$ cat src/rtl/tf_addr_sched.sv
// Twiddle-factor ROM address scheduler for an in-place radix-4 DIF FFT of N = 4^LOG4N points.
// Optional conjugate (IFFT) exponents are built in when TF_ADDR_SCHED_INV_EN is defined.
module tf_addr_sched #(
    parameter int LOG4N = 4,
    parameter int EXP_W = 8
) (
    input  logic             CLK,
    input  logic             RST,
    input  logic             START,
    input  logic             READY,
`ifdef TF_ADDR_SCHED_INV_EN
    input  logic             INV,
`endif
    output logic [EXP_W-1:0] EXP0,
    output logic [EXP_W-1:0] EXP1,
    output logic [EXP_W-1:0] EXP2,
    output logic [EXP_W-1:0] EXP3,
    output logic             EXP_VALID,
    output logic [1:0]       STAGE,
    output logic [5:0]       BFLY,
    output logic             TF_VALID,
    output logic             TF_LAST,
    output logic             BUSY,
    output logic             DONE
);

    // Handshake: a butterfly is issued on a rising edge where EXP_VALID and READY
    // are both high; while READY is low every address output holds its value.

    localparam int              NQ     = 1 << (2 * (LOG4N - 1));
    localparam logic [5:0]      B_LAST = 6'(NQ - 1);
    localparam logic [1:0]      S_LAST = 2'(LOG4N - 1);
    localparam logic [EXP_W-1:0] ZERO_E = '0;

    typedef enum logic [1:0] {
        ST_IDLE,
        ST_RUN,
        ST_FLUSH
    } state_t;

    state_t           state_q, state_d;
    logic [1:0]       stage_q, stage_d;
    logic [5:0]       bfly_q, bfly_d;
    logic [EXP_W-1:0] exp0_q, exp0_d;
    logic [EXP_W-1:0] exp1_q, exp1_d;
    logic [EXP_W-1:0] exp2_q, exp2_d;
    logic [EXP_W-1:0] exp3_q, exp3_d;
    logic             exp_valid_q, exp_valid_d;
    logic             tf_valid_q, tf_valid_d;
    logic             tf_last_q, tf_last_d;
    logic             busy_q, busy_d;
    logic             done_q, done_d;
    logic             inv_q, inv_d;
    logic             inv_in;
    logic             issue;

`ifdef TF_ADDR_SCHED_INV_EN
    assign inv_in = INV;
`else
    assign inv_in = 1'b0;
`endif

    // Exponent of leg m for butterfly b of stage s: ((m * (b mod Q)) << shift) mod 256.
    function automatic logic [EXP_W-1:0] exp_calc(
        input logic [1:0] s,
        input logic [5:0] b,
        input logic [1:0] m,
        input logic       inv
    );
        logic [3:0]       qsh;
        logic [3:0]       shamt;
        logic [5:0]       qmask;
        logic [5:0]       j;
        logic [EXP_W-1:0] e;
        qsh   = 4'(2 * (LOG4N - 1)) - {1'b0, s, 1'b0};
        qmask = 6'((7'd1 << qsh) - 7'd1);
        j     = b & qmask;
        shamt = {1'b0, s, 1'b0} + 4'(8 - 2 * LOG4N);
        e     = EXP_W'((16'(m) * 16'(j)) << shamt);
        if (inv) begin
            e = ZERO_E - e;
        end
        return e;
    endfunction

    always_comb begin
        state_d     = state_q;
        stage_d     = stage_q;
        bfly_d      = bfly_q;
        inv_d       = inv_q;
        exp_valid_d = 1'b0;
        tf_valid_d  = 1'b0;
        tf_last_d   = 1'b0;
        done_d      = 1'b0;
        issue       = exp_valid_q & READY;

        case (state_q)
            ST_IDLE: begin
                if (START) begin
                    state_d     = ST_RUN;
                    stage_d     = 2'd0;
                    bfly_d      = 6'd0;
                    inv_d       = inv_in;
                    exp_valid_d = 1'b1;
                end
            end
            ST_RUN: begin
                exp_valid_d = 1'b1;
                tf_valid_d  = issue;
                if (issue) begin
                    if (bfly_q == B_LAST) begin
                        bfly_d = 6'd0;
                        if (stage_q == S_LAST) begin
                            state_d     = ST_FLUSH;
                            stage_d     = 2'd0;
                            exp_valid_d = 1'b0;
                            tf_last_d   = 1'b1;
                            done_d      = 1'b1;
                        end else begin
                            stage_d = stage_q + 2'd1;
                        end
                    end else begin
                        bfly_d = bfly_q + 6'd1;
                    end
                end
            end
            ST_FLUSH: begin
                state_d = ST_IDLE;
            end
            default: begin
                state_d = ST_IDLE;
            end
        endcase

        busy_d = (state_d != ST_IDLE);
        exp0_d = exp_calc(stage_d, bfly_d, 2'd0, inv_d);
        exp1_d = exp_calc(stage_d, bfly_d, 2'd1, inv_d);
        exp2_d = exp_calc(stage_d, bfly_d, 2'd2, inv_d);
        exp3_d = exp_calc(stage_d, bfly_d, 2'd3, inv_d);
    end

    always_ff @(posedge CLK) begin
        if (RST) begin
            state_q     <= ST_IDLE;
            stage_q     <= 2'd0;
            bfly_q      <= 6'd0;
            exp0_q      <= '0;
            exp1_q      <= '0;
            exp2_q      <= '0;
            exp3_q      <= '0;
            exp_valid_q <= 1'b0;
            tf_valid_q  <= 1'b0;
            tf_last_q   <= 1'b0;
            busy_q      <= 1'b0;
            done_q      <= 1'b0;
            inv_q       <= 1'b0;
        end else begin
            state_q     <= state_d;
            stage_q     <= stage_d;
            bfly_q      <= bfly_d;
            exp0_q      <= exp0_d;
            exp1_q      <= exp1_d;
            exp2_q      <= exp2_d;
            exp3_q      <= exp3_d;
            exp_valid_q <= exp_valid_d;
            tf_valid_q  <= tf_valid_d;
            tf_last_q   <= tf_last_d;
            busy_q      <= busy_d;
            done_q      <= done_d;
            inv_q       <= inv_d;
        end
    end

    assign EXP0      = exp0_q;
    assign EXP1      = exp1_q;
    assign EXP2      = exp2_q;
    assign EXP3      = exp3_q;
    assign EXP_VALID = exp_valid_q;
    assign STAGE     = stage_q;
    assign BFLY      = bfly_q;
    assign TF_VALID  = tf_valid_q;
    assign TF_LAST   = tf_last_q;
    assign BUSY      = busy_q;
    assign DONE      = done_q;

endmodule
$ cat config.mk
export PLATFORM = sky130hd
export DESIGN_NAME = tf_addr_sched
export DESIGN_NICKNAME = d
export VERILOG_FILES = /design/src/rtl/tf_addr_sched.sv
export SDC_FILE = /design/constraint.sdc
export NUM_CORES = 1
export LEC_CHECK = 0
export ABC_AREA = 1
export BUFFER_PORTS_ARGS = -buffer_cell sky130_fd_sc_hd__buf_2
export CAP_MARGIN = 20
export CELL_PAD_IN_SITES_DETAIL_PLACEMENT = 0
export CELL_PAD_IN_SITES_GLOBAL_PLACEMENT = 1
export CORE_MARGIN = 3
export CORE_UTILIZATION = 41
export DETAILED_ROUTE_END_ITERATION = 16
export GPL_TIMING_DRIVEN = 0
export PLACE_DENSITY_LB_ADDON = 0.1
export SLEW_MARGIN = 20
export SYNTH_ARGS = -nofsm -noshare
export SYNTH_HDL_FRONTEND = slang
export SYNTH_SLANG_ARGS = --single-unit
$ cat constraint.sdc
create_clock -name CLK -period 8.15 [get_ports CLK]
set_input_delay 0 -clock CLK [delete_from_list [all_inputs] [get_ports CLK]]
set_output_delay 0 -clock CLK [all_outputs]
set_load 0.03 [all_outputs]
# == Word level (Yosys, flattened, before mapping) ==
# Cells that the tools add are included.
# op_classes
shift,5
n_bitwise,5
n_eq_ne,3
mul,1
n_reduce_logical,4
n_addsub,8
mux,26
# op_table
operator,count
8-bit 2-to-1 mux,4
1-bit by 8-bit subtractor with 8-bit output (first input constant),4
6-bit 2-to-1 mux,3
2-bit 2-to-1 mux,8
6-bit case mux with 2 select lines,1
2-bit by 6-bit multiplier with 8-bit output (first input constant),1
2-bit case mux with 2 select lines,2
1-bit by 3-bit left shift with 8-bit output (first input constant),1
6-bit by 3-bit left shift with 8-bit output,1
7-bit by 3-bit left shift with 8-bit output,1
8-bit by 3-bit left shift with 8-bit output,1
1-bit 2-to-1 mux,7
6-bit by 1-bit adder with 6-bit output (second input constant),1
6-bit AND,1
6-bit equality test (second input constant),1
1-bit by 4-bit left shift with 6-bit output (first input constant),1
6-bit by 1-bit subtractor with 6-bit output (second input constant),1
4-bit OR reduction,1
3-bit by 3-bit subtractor with 4-bit output (first input constant),1
1-bit inverter,3
2-bit by 1-bit adder with 2-bit output (second input constant),1
2-bit by 1-bit equality test with 1-bit output (second input constant),1
2-bit equality test (second input constant),1
2-bit zero test,1
4 further kinds,4
# word_totals
out_inout_bits,45
word_cells,64
reg_bits,47
input_bits,4

# == Logic depth before layout (Yosys ltp) ==
# depth
ltp_word,13
ltp_mapped,23
depth_no_buf,23

# == Least setup slack after synthesis ==
# Ideal clock, no wire load.
# synth_timing
kind,register to register
start,"reg bfly_q[1], in the netlist BFLY[1]"
end,"reg exp3_q[7], in the netlist EXP3[7]"
path_slack_ns,4.729
arrival_ns,3.306
period_less_slack_ns,3.421
path_stages_with_launch,23
path_buffers,1
setup_ns,0.115
cell_sequence,dfxtp_1 ha_1 inv_1 nor2_2 nand3_2 nand2_1 nand3_2 nand2_4 buf_6 o21ai_0 inv_1 ha_1 inv_1 fa_1 o21ai_0 xnor2_1 nand2_1 nand3_1 nand2_1 nor3_2 nand3_1 a21oi_1 nor2_1
# synth_between
elab_chain_cells,12
word_cells_on_any_way,17
classes_between,add/sub (4); mul (1); eq/ne (1); shift (2); mux (8); bitwise (1)
# synth_lines
element,line_no,rtl
start: declaration,43,"logic [5:0] bfly_q, bfly_d;"
start signal: assignment,160,bfly_q <= bfly_d;
6-bit equality test,111,if (bfly_q == B_LAST) begin
2-bit 2-to-1 mux,111,
2-bit 2-to-1 mux,110,if (issue) begin
2-bit case mux with 2 select lines,97,case (state_q)
3-bit by 3-bit subtractor with 4-bit output,75,"qsh = 4'(2 * (LOG4N - 1)) - {1'b0, s, 1'b0};"
1-bit by 4-bit left shift with 6-bit output,76,qmask = 6'((7'd1 << qsh) - 7'd1);
6-bit by 1-bit subtractor with 6-bit output,76,
6-bit AND,77,j = b & qmask;
2-bit by 6-bit multiplier with 8-bit output,79,e = EXP_W'((16'(m) * 16'(j)) << shamt);
8-bit by 3-bit left shift with 8-bit output (*),79,
1-bit by 8-bit subtractor with 8-bit output,81,e = ZERO_E - e;
8-bit 2-to-1 mux (*),80,if (inv) begin
end signal: assignment,164,exp3_q <= exp3_d;
end: declaration,47,"logic [EXP_W-1:0] exp3_q, exp3_d;"
# Mark *: on every way between the ends. The rest lies on a longest branch, timed or not.
# A chain may end at the register's enable or synchronous reset.

# == Worst setup path after layout ==
# layout_timing
start,"reg bfly_q[1], in the netlist BFLY[1]"
end,"reg exp3_q[6], in the netlist EXP3[6]"
# The elaborated chain is that of the path after synthesis.

==> flow_summary.yaml <==
outcome:
  status: "complete, no violations"
setup_path:
  path_class: "reg2reg"
  worst-path-buf-inv: 2
  cp_cell_sequence: "ha_1 > inv_1 > nor2_2 > nand3_2 > nand2_1 > nand3_2 > nand2_4 > nor2_1 > nor2_1 > ha_1 > inv_1 > fa_1 > o21ai_0 > xnor2_1 > nand2_1 > nand3_1 > nand2_1 > o31ai_2 > nand2_1 > nand2_1 > nor2_1"
  end_kind: "flop"
  critPathArrivalTime_ns: 3.82
  cpLargestDelayFamily: "simple AND/OR/NAND/NOR gates"
  start_kind: "flop"
  path_common_cell: "nand2_1"
  cp_max_fo: 9
  cpMaxStageDelayCell: "fa_1"
  critical-path-max-stage-delay_ns: 0.39
  worstPathRequired_ns: 8.32
global_routing:
  gr-total-overflow: 0
  grt_max_degree: 11
  antenna_found_initial: 0
  grt_pass1_wl_um: 8142
  grt_pass1_vias: 1724
  grt_usage_pct: 16.95
yosys:
  synth.distinct_cells: 41
  netlist_area_sq_um: 2115
  postSynthCellCount: 295
  yosysWarnings: 0
  ys.flop_type: "dfxtp_1"
  synth_seq_cells: 30
  synth_seq_area_share_pct: 28.40
  avgSynthCellArea_sq_um: 7.168
  synth_enable_flop_cells: 0
  ys_async_sr_fraction_pct: 0
clock_network:
  clock-sinks: 30
  cts_hold_buf: 1
  cts_buffers: 5
  clkSlewWorstSetupHoldPaths_ns: 0.07
  post_cts_buffers: 0
  cts_tree: "yes"
  cts_resized: 0
  insertion_delay_ns: 0.28
  clk_path_buf_depth: 2
  htreeDepth: 2
  cts-root-buf: "clkbuf_8"
floorplanning:
  initial_core_util_pct: 43.61
  io_pins: 49
  die_area_sq_um: 6055
  die_height_um: 77.82
  core_sq_um: 4848
  num_rows: 25
  die_x_um: 77.82
power:
  leakage_uw: 0.001354
  irDropWorstVdd_mv: 0.04666
  powerDensity_nw_per_um2: 126.9
  total_power_uw: 320.4
detailed_routing:
  vias_per_cell: 4.701
  vias: 1965
  wirelength_um: 4925
  drt-initial-drc-count: 63
  detailedRoute.firstPassIterationCount: 4
  ant_nets: 0
  avgRoutedWirePerCell_um: 11.78
  drc: 0
hold_path:
  hp-class: "in2reg"
cells_and_area:
  antenna_cells: 0
  post-route-util_pct: 52.08
  final_nets: 366
  drive_gt1_share_pct: 29.91
  area_growth_pct: 19.41
flow_run:
  cap_violations: 0
timing:
  rsz0062_at_grt: "no"
  slew_viol_final: 0
  hold_viol: 0
  slew_headroom_pct: 66.76
  finalCritPeriodShare_pct: 44.83
  fin_crit_ns: 3.653
  fin_skew_ns: 0.007713
  setup_viol: 0
  max_freq_mhz: 273.7
  worst_pin_slew_ns: 0.4934
  tns_ns: 0
placed_design:
  port_buffers: 39
  gp_congestion: 0.8603
  dp_hpwl_um: 3991
## state kept, by name (all words and copies together), names as in the netlist, 2 cells and up
name	flops
EXP3	7
STAGE	2
BFLY	6
EXP1	8
state_q	2
## power breakdown
part	switching [uW]	leakage (uW)	internal, uW
clock network	54.2	0.0000482	68.0
registers	1.38	0.000243	149
logic	33.1	0.00106	14.5
total	88.7	0.00135	232
## metal layers
metal,up-vias,share of wire [%],global-route usage [%]
met4,0,1.5,6.050
met1,857,49,23.03
met2,60,43,26.03
met3,8,6.3,3.944
li1,1040,-,-
met5,-,0,0
## kinds of logic (layout without fill, tap and decap cells)
family / Yosys count / count (layout) / share of synthesized area [%]
AOI/OAI and AO/OA: 40 / 40 / 12.13
xor gates and xnor gates: 4 / 4 / 1.657
adders and majority gates: 12 / 12 / 7.456
buffers and inverters: 64 / 112 / 15.32
DFF: 30 / 30 / 28.40
other: 1 / 9 / 0.1773
and+or+nand+nor: 144 / 144 / 34.85
## Yosys cell counts, types with 3 or more instances
| cell type | count | share of area (%) |
|---|---|---|
| nand3_1 | 18 | 4.3 |
| nand3_2 | 8 | 3.8 |
| clkbuf_1 | 3 | 0.53 |
| nand2_1 | 51 | 9.1 |
| nand2_2 | 8 | 2.4 |
| nor3_1 | 10 | 2.4 |
| nor3_2 | 3 | 1.4 |
| a21oi_1 | 13 | 3.1 |
| dfxtp_1 | 30 | 28 |
| inv_1 | 34 | 6.0 |
| o211ai_2 | 3 | 1.8 |
| nand4_1 | 3 | 0.89 |
| inv_2 | 5 | 0.89 |
| o21ai_0 | 11 | 2.6 |
| ha_1 | 11 | 6.5 |
| buf_4 | 18 | 6.4 |
| nor2_1 | 32 | 5.7 |
## final timing paths
check | startpoint | endpoint | slack, ns | cells past startpoint
hold / removal | READY | TF_VALID | 0.04 | 3
setup / recovery | BFLY[1] | EXP3[6] | 4.50 | 21
hold reg to reg | EXP_VALID | TF_VALID | 0.56 | 2
setup reg to reg | BFLY[1] | EXP3[6] | 4.50 | 21
## area by class of cell
class	instances	area (sq um)
clock inverters	1	5.005
well taps	67	83.83
repair buffers	40	205.2
inverters	39	146.4
flip-flops and latches	30	600.6
clock buffers	7	86.33
fillers	501	2323
multi-input cells	209	1220
plain buffers	25	177.7
## tightest hold or removal path, cell delays in order
cell	delay [ns]
buf_2	0.08
nand2_2	0.09
nor2_1	0.11
## metrics by stage
stage	hold slack [ns]	area, sq um	cells	setup slack (ns)
final	0.04297	2525	418	4.497
after global routing	0.07070	2525	418	4.095
after CTS	0.03606	2525	418	4.486
after detailed placement	0.2334	2424	409	4.514
after global placement	0.2380	2424	409	4.498
after floorplan	0.09566	2145	303	4.729
## layout by cell type, fill, tap and decap left out, types with 3 or more instances in the layout
cell type,instances
nor3_1,10
nand2_2,8
nand4_1,3
dfxtp_1,30
inv_2,5
clkbuf_1,4
buf_2,40
nand3_2,8
nor3_2,3
inv_1,34
ha_1,11
o21ai_0,11
o211ai_2,3
buf_4,18
conb_1,9
nand2_1,51
nand3_1,18
clkbuf_8,6
nor2_1,32
a21oi_1,13
(Power assumes the default switching activity.)
